**src/rtl/tiny_rv_pkg.sv**
```systemverilog
// Shared opcode constants, format tags and the per-entry record for the tiny_rv decode queue.
package tiny_rv_pkg;

  localparam logic [6:0] OPC_LOAD     = 7'b0000011;
  localparam logic [6:0] OPC_MISC_MEM = 7'b0001111;
  localparam logic [6:0] OPC_ALUI     = 7'b0010011;
  localparam logic [6:0] OPC_AUIPC    = 7'b0010111;
  localparam logic [6:0] OPC_STORE    = 7'b0100011;
  localparam logic [6:0] OPC_OP       = 7'b0110011;
  localparam logic [6:0] OPC_LUI      = 7'b0110111;
  localparam logic [6:0] OPC_BRANCH   = 7'b1100011;
  localparam logic [6:0] OPC_JALR     = 7'b1100111;
  localparam logic [6:0] OPC_JAL      = 7'b1101111;
  localparam logic [6:0] OPC_SYSTEM   = 7'b1110011;

  typedef enum logic [2:0] {
    FMT_R = 3'd0,
    FMT_I = 3'd1,
    FMT_S = 3'd2,
    FMT_B = 3'd3,
    FMT_U = 3'd4,
    FMT_J = 3'd5,
    FMT_X = 3'd6
  } fmt_e;

  typedef struct packed {
    logic [31:0] pc;
    logic [31:0] inst;
    logic [31:0] imm32;
    fmt_e        fmt;
    logic        illegal;
  } entry_t;

endpackage

```
**src/rtl/tiny_rv_imm_gen.sv**
```systemverilog
// Combinational RV32I immediate/format decode with illegal-instruction detection.
module tiny_rv_imm_gen
  import tiny_rv_pkg::*;
#(
  parameter int unsigned RV32E = 0
) (
  input  logic [31:0] inst,
  output logic [31:0] imm32,
  output logic [2:0]  fmt,
  output logic        illegal
);

  logic [31:0] imm_raw;
  fmt_e        fmt_raw;
  logic        known;
  logic        use_rd, use_rs1, use_rs2;
  logic        reg_bad;

  always_comb begin
    imm_raw = 32'd0;
    fmt_raw = FMT_X;
    known   = 1'b1;
    use_rd  = 1'b0;
    use_rs1 = 1'b0;
    use_rs2 = 1'b0;
    case (inst[6:0])
      OPC_LOAD, OPC_ALUI, OPC_JALR, OPC_SYSTEM: begin
        imm_raw = {{20{inst[31]}}, inst[31:20]};
        fmt_raw = FMT_I;
        use_rd  = 1'b1;
        use_rs1 = 1'b1;
      end
      OPC_MISC_MEM: begin
        fmt_raw = FMT_I;
        use_rd  = 1'b1;
        use_rs1 = 1'b1;
      end
      OPC_STORE: begin
        imm_raw = {{20{inst[31]}}, inst[31:25], inst[11:7]};
        fmt_raw = FMT_S;
        use_rs1 = 1'b1;
        use_rs2 = 1'b1;
      end
      OPC_BRANCH: begin
        imm_raw = {{19{inst[31]}}, inst[31], inst[7], inst[30:25], inst[11:8], 1'b0};
        fmt_raw = FMT_B;
        use_rs1 = 1'b1;
        use_rs2 = 1'b1;
      end
      OPC_LUI, OPC_AUIPC: begin
        imm_raw = {inst[31:12], 12'b0};
        fmt_raw = FMT_U;
        use_rd  = 1'b1;
      end
      OPC_JAL: begin
        imm_raw = {{11{inst[31]}}, inst[31], inst[19:12], inst[20], inst[30:21], 1'b0};
        fmt_raw = FMT_J;
        use_rd  = 1'b1;
      end
      OPC_OP: begin
        fmt_raw = FMT_R;
        use_rd  = 1'b1;
        use_rs1 = 1'b1;
        use_rs2 = 1'b1;
      end
      default: known = 1'b0;
    endcase
  end

  // RV32E only has x0..x15, so bit 4 of any register field the format reads is out of range.
  assign reg_bad = (RV32E != 0) &&
                   ((use_rd && inst[11]) || (use_rs1 && inst[19]) || (use_rs2 && inst[24]));

  assign illegal = (inst[1:0] != 2'b11) || !known || reg_bad;
  assign imm32   = illegal ? 32'd0 : imm_raw;
  assign fmt     = illegal ? FMT_X : fmt_raw;

endmodule

```
**src/rtl/tiny_rv_decode_q.sv**
```systemverilog
// Decode stage with valid/ready handshake; decoded instructions are buffered in a DEPTH-entry queue.
module tiny_rv_decode_q
  import tiny_rv_pkg::*;
#(
  parameter int unsigned DEPTH = 2,
  parameter int unsigned RV32E = 0
) (
  input  logic        i_clk,
  input  logic        i_reset,
  input  logic        i_pipe_flush,
  input  logic        fetch_valid,
  output logic        fetch_ready,
  input  logic [31:0] fetch_pc,
  input  logic [31:0] fetch_inst,
  output logic        decode_valid,
  input  logic        decode_ready,
  output logic [31:0] decode_pc,
  output logic [31:0] decode_inst,
  output logic [31:0] decode_imm32,
  output logic [6:0]  decode_opcode,
  output logic [2:0]  decode_funct3,
  output logic [6:0]  decode_funct7,
  output logic [4:0]  decode_rs1,
  output logic [4:0]  decode_rs2,
  output logic [4:0]  decode_rd,
  output logic [2:0]  decode_fmt,
  output logic        decode_illegal
);

  localparam int unsigned AW = $clog2(DEPTH);
  localparam logic [AW:0] FullCount = (AW + 1)'(DEPTH);

  entry_t        mem [DEPTH];
  logic [AW-1:0] wr_ptr, rd_ptr;
  logic [AW:0]   count;
  logic          push, pop, clear;
  logic [31:0]   dec_imm;
  logic [2:0]    dec_fmt;
  logic          dec_ill;
  entry_t        head;

  tiny_rv_imm_gen #(
    .RV32E(RV32E)
  ) u_imm_gen (
    .inst   (fetch_inst),
    .imm32  (dec_imm),
    .fmt    (dec_fmt),
    .illegal(dec_ill)
  );

  assign clear        = i_reset || i_pipe_flush;
  assign fetch_ready  = (count != FullCount);
  assign decode_valid = (count != '0);
  assign push         = fetch_valid && fetch_ready;
  assign pop          = decode_valid && decode_ready;

  always_ff @(posedge i_clk) begin
    if (clear) begin
      wr_ptr <= '0;
      rd_ptr <= '0;
      count  <= '0;
    end else begin
      if (push) wr_ptr <= wr_ptr + AW'(1);
      if (pop)  rd_ptr <= rd_ptr + AW'(1);
      case ({push, pop})
        2'b10:   count <= count + (AW + 1)'(1);
        2'b01:   count <= count - (AW + 1)'(1);
        default: count <= count;
      endcase
    end
  end

  // Payload storage needs no reset: an empty queue masks the head to zero.
  always_ff @(posedge i_clk) begin
    if (push && !clear) begin
      mem[wr_ptr] <= '{pc: fetch_pc, inst: fetch_inst, imm32: dec_imm,
                       fmt: fmt_e'(dec_fmt), illegal: dec_ill};
    end
  end

  assign head = decode_valid ? mem[rd_ptr] : '0;

  always_comb begin
    decode_pc      = head.pc;
    decode_inst    = head.inst;
    decode_imm32   = head.imm32;
    decode_opcode  = head.inst[6:0];
    decode_rd      = head.inst[11:7];
    decode_funct3  = head.inst[14:12];
    decode_rs1     = head.inst[19:15];
    decode_rs2     = head.inst[24:20];
    decode_funct7  = head.inst[31:25];
    decode_fmt     = head.fmt;
    decode_illegal = head.illegal;
  end

endmodule
```
**config.mk**
```make
export PLATFORM = sky130hd
export DESIGN_NAME = tiny_rv_decode_q
export DESIGN_NICKNAME = d
export VERILOG_FILES = /design/src/rtl/tiny_rv_pkg.sv /design/src/rtl/tiny_rv_imm_gen.sv /design/src/rtl/tiny_rv_decode_q.sv
export SDC_FILE = /design/constraint.sdc
export NUM_CORES = 1
export LEC_CHECK = 0
export CAP_MARGIN = 10
export CORE_MARGIN = 4
export CORE_UTILIZATION = 50
export CTS_CLUSTER_DIAMETER = 120
export DETAILED_ROUTE_END_ITERATION = 8
export PLACE_DENSITY = 0.77
export SETUP_SLACK_MARGIN = 0.2
export SKIP_CTS_REPAIR_TIMING = 1
export SKIP_LAST_GASP = 1
export SYNTH_ARGS = -nofsm -noshare
export SYNTH_HDL_FRONTEND = slang
export SYNTH_SLANG_ARGS = --single-unit
```
**constraint.sdc**
```tcl
create_clock -name i_clk -period 14.9 [get_ports i_clk]
set_input_delay 2.235 -clock i_clk [delete_from_list [all_inputs] [get_ports i_clk]]
set_output_delay 2.235 -clock i_clk [all_outputs]
set_load 0.05 [all_outputs]
```
==> impl_metrics.toml <==
[timing]
fin_crit_ns = 5.789
finalCritPeriodShare_pct = 38.86
report.final.slew_viol_count = 0
skew_ns = 0.01050
whs_ns = 0.5547
finalHoldViolCount = 0
rsz0062_at_grt = "no"
tightestPinTransition_ns = 1.099
clock.fmax_mhz = 172.7
fin_setup_tns_ns = 0
finalSetupViolations = 0
slew-limit-headroom_pct = 26.13

[synth]
synth_top_area_share_pct = 69.80
synth.area.top_cells = "edfxtp_1 (70%), mux2i_1 (12%), nor2_1 (4.5%), buf_4 (2.9%), dfxtp_1 (1.2%)"
synth_top_area_cell = "edfxtp_1"
synth.ff_latch_count = 205
yosysMostFrequentCell = "edfxtp_1"
synth-edff-count = 200
synthArstFlopShare_pct = 0
syn-instance-count = 581
syn_nets = 651
ys_types = 42
synth_area_sq_um = 8605
synth-seq-area-share_pct = 70.96
synth_top_flop_cell = "edfxtp_1"
ys_warn_count = 0
synthTopCellsByCount = "edfxtp_1 (200), nor2_1 (103), mux2i_1 (100)"
syn_avg_cell_area_sq_um = 14.81

[placed_design]
dp_hpwl_um = 12510
gp_congestion = 0.8776
port_buffers = 202

[outcome]
status = "complete, no violations"

[hold_path]
hold_start = "rd_ptr$_SDFFE_PP0P_"
hold_path_class = "flip-flop to flip-flop"

[floorplanning]
die-area_sq_um = 19370
coreArea_sq_um = 16700
die_w_um = 139.2
io_pins = 203
die_y_um = 139.2
start_util_pct = 51.52
rows = 47

[clock_tree]
cts_buffers = 21
cts_root_buffer = "clkbuf_16"
clkTransAtPathRegs_ns = 0.06
cts_tree = "built"
clk_latency_ns = 0.48
cts_max_level = 1
clock_path_buffers = 3
cts_sinks = 205

[worst_setup_path]
cp_cell_sequence = "buf_4, mux2i_1, nor2_1, clkdlybuf4s50_1"
crit_type = "flip-flop to output pin"
reg2regPathDepth = 9
end_kind = "output pin"
r2r_setup_slack_ns = 11.84
timing.critical_path.required_ns = 12.66
critPathLaunchType = "flip-flop"
endpoint = "decode_rd[4]"
r2r_start = "count[1]$_SDFFE_PP0P_"
crit_slowest_cell = "dfxtp_4"
rr_endpoint = "count[1]$_SDFFE_PP0P_"
max_stage_delay_ns = 0.88
critPathArrivalTime_ns = 3.55
crit_path_max_fanout = 54

[final_layout]
fin_nets = 819
ff_latch_area_sq_um = 6110
drive_gt1_share_pct = 6.168
synthToLayoutAreaGrowth_pct = 30.46
diodes = 0
final_util_pct = 67.22
multi_input_area_sq_um = 2107
fillers = 1176

[power_and_ir_drop]
total_power_w = 0.001314
p_leak_nw = 3.671
peakVddDrop_uv = 79.80
powerDensity_nw_per_um2 = 117.1

[drt]
vias_per_cell = 5.310
ant_nets = 0
first_pass_iters = 5
routed-via-count = 5214
wl_um = 18770
avgRoutedWirePerCell_um = 19.11
drt_iter0_drc = 413
drc = 0

[grt]
grt-ovfl-total = 0
grtUsageTotal_pct = 18.56
antenna_found_initial = 0
grt_first_pass_wirelength_um = 29020
grt_max_degree = 59
first_global_vias = 5426

[run]
maxCapViolations = 0
state kept, by name, indices dropped and copies added (netlist names), named ones only:
| register | count |
|---|---|
| count | 2 |
| mem | 200 |
| rd_ptr | 1 |
| wr_ptr | 1 |
logic make-up (layout without fill, tap and decap cells):
kind of cell,Yosys count,after routing,share of synthesized area [%]
flops,205,205,70.96
buf+inv,66,247,4.857
mux,100,100,11.63
fa+ha+maj,1,1,0.1454
simple gates,156,156,8.070
compound gates,48,48,3.824
xor+xnor,5,5,0.5090
report_power, final:
part | total, W | internal, W | switching, W
combinational | 0.000172 | 0.0000591 | 0.000113
clock | 0.000496 | 0.000294 | 0.000202
sequential | 0.000646 | 0.000642 | 0.00000430
total | 0.00131 | 0.000995 | 0.000319
worst max-delay path, delay by kind of cell, from the launching register on:
family / cells / cell delay, ns
buffers and inverters: 2 / 1.70
DFF: 1 / 0.88
muxes: 1 / 0.18
and+or+nand+nor: 1 / 0.19
layout make-up:
cell class	count	share of cell area [%]
clock inverters	11	1.025
clock buffers	25	4.815
flip-flops and latches	205	54.42
multi-input cells	310	18.77
repair buffers	208	18.41
inverters	3	0.1003
well taps	220	2.452
placed cells by master (no fill, tap or decap), types with 6 or more instances in the layout:
master / synthesis / layout
o21ai_0: 18 / 18
nor2_1: 103 / 102
mux2i_1: 100 / 100
nand2_1: 21 / 21
nor3b_1: 6 / 6
buf_4: 33 / 6
a21o_1: 8 / 8
clkdlybuf4s50_1: 0 / 202
edfxtp_1: 200 / 200
clkbuf_16: 0 / 21
worst min-delay path by stage:
stage,depth (start not counted),endpoint
detailed placement,2,flip-flop
global placement,2,rd_ptr$_SDFFE_PP0P_
CTS,2,flip-flop
global route,2,rd_ptr$_SDFFE_PP0P_
floorplan,2,flip-flop
finish,2,flip-flop
layer usage:
layer / track usage (%) / share of wire, % / vias up
li1: - / - / 2443
met1: 25.32 / 42 / 2509
met2: 31.37 / 49 / 237
met3: 3.310 / 7.4 / 25
met4: 4.325 / 1.8 / 0
met5: 0 / 0 / -
metrics by stage:
| stage | cells | instance area, sq um | setup WS [ns] |
|---|---|---|---|
| floorplan | 581 | 8605 | 1.456 |
| global placement | 946 | 10570 | 9.678 |
| detailed placement | 946 | 10570 | 9.594 |
| CTS | 982 | 11230 | 9.081 |
| global route | 982 | 11230 | 8.957 |
| finish | 982 | 11230 | 9.111 |
Power figures use the tool's default switching activity.
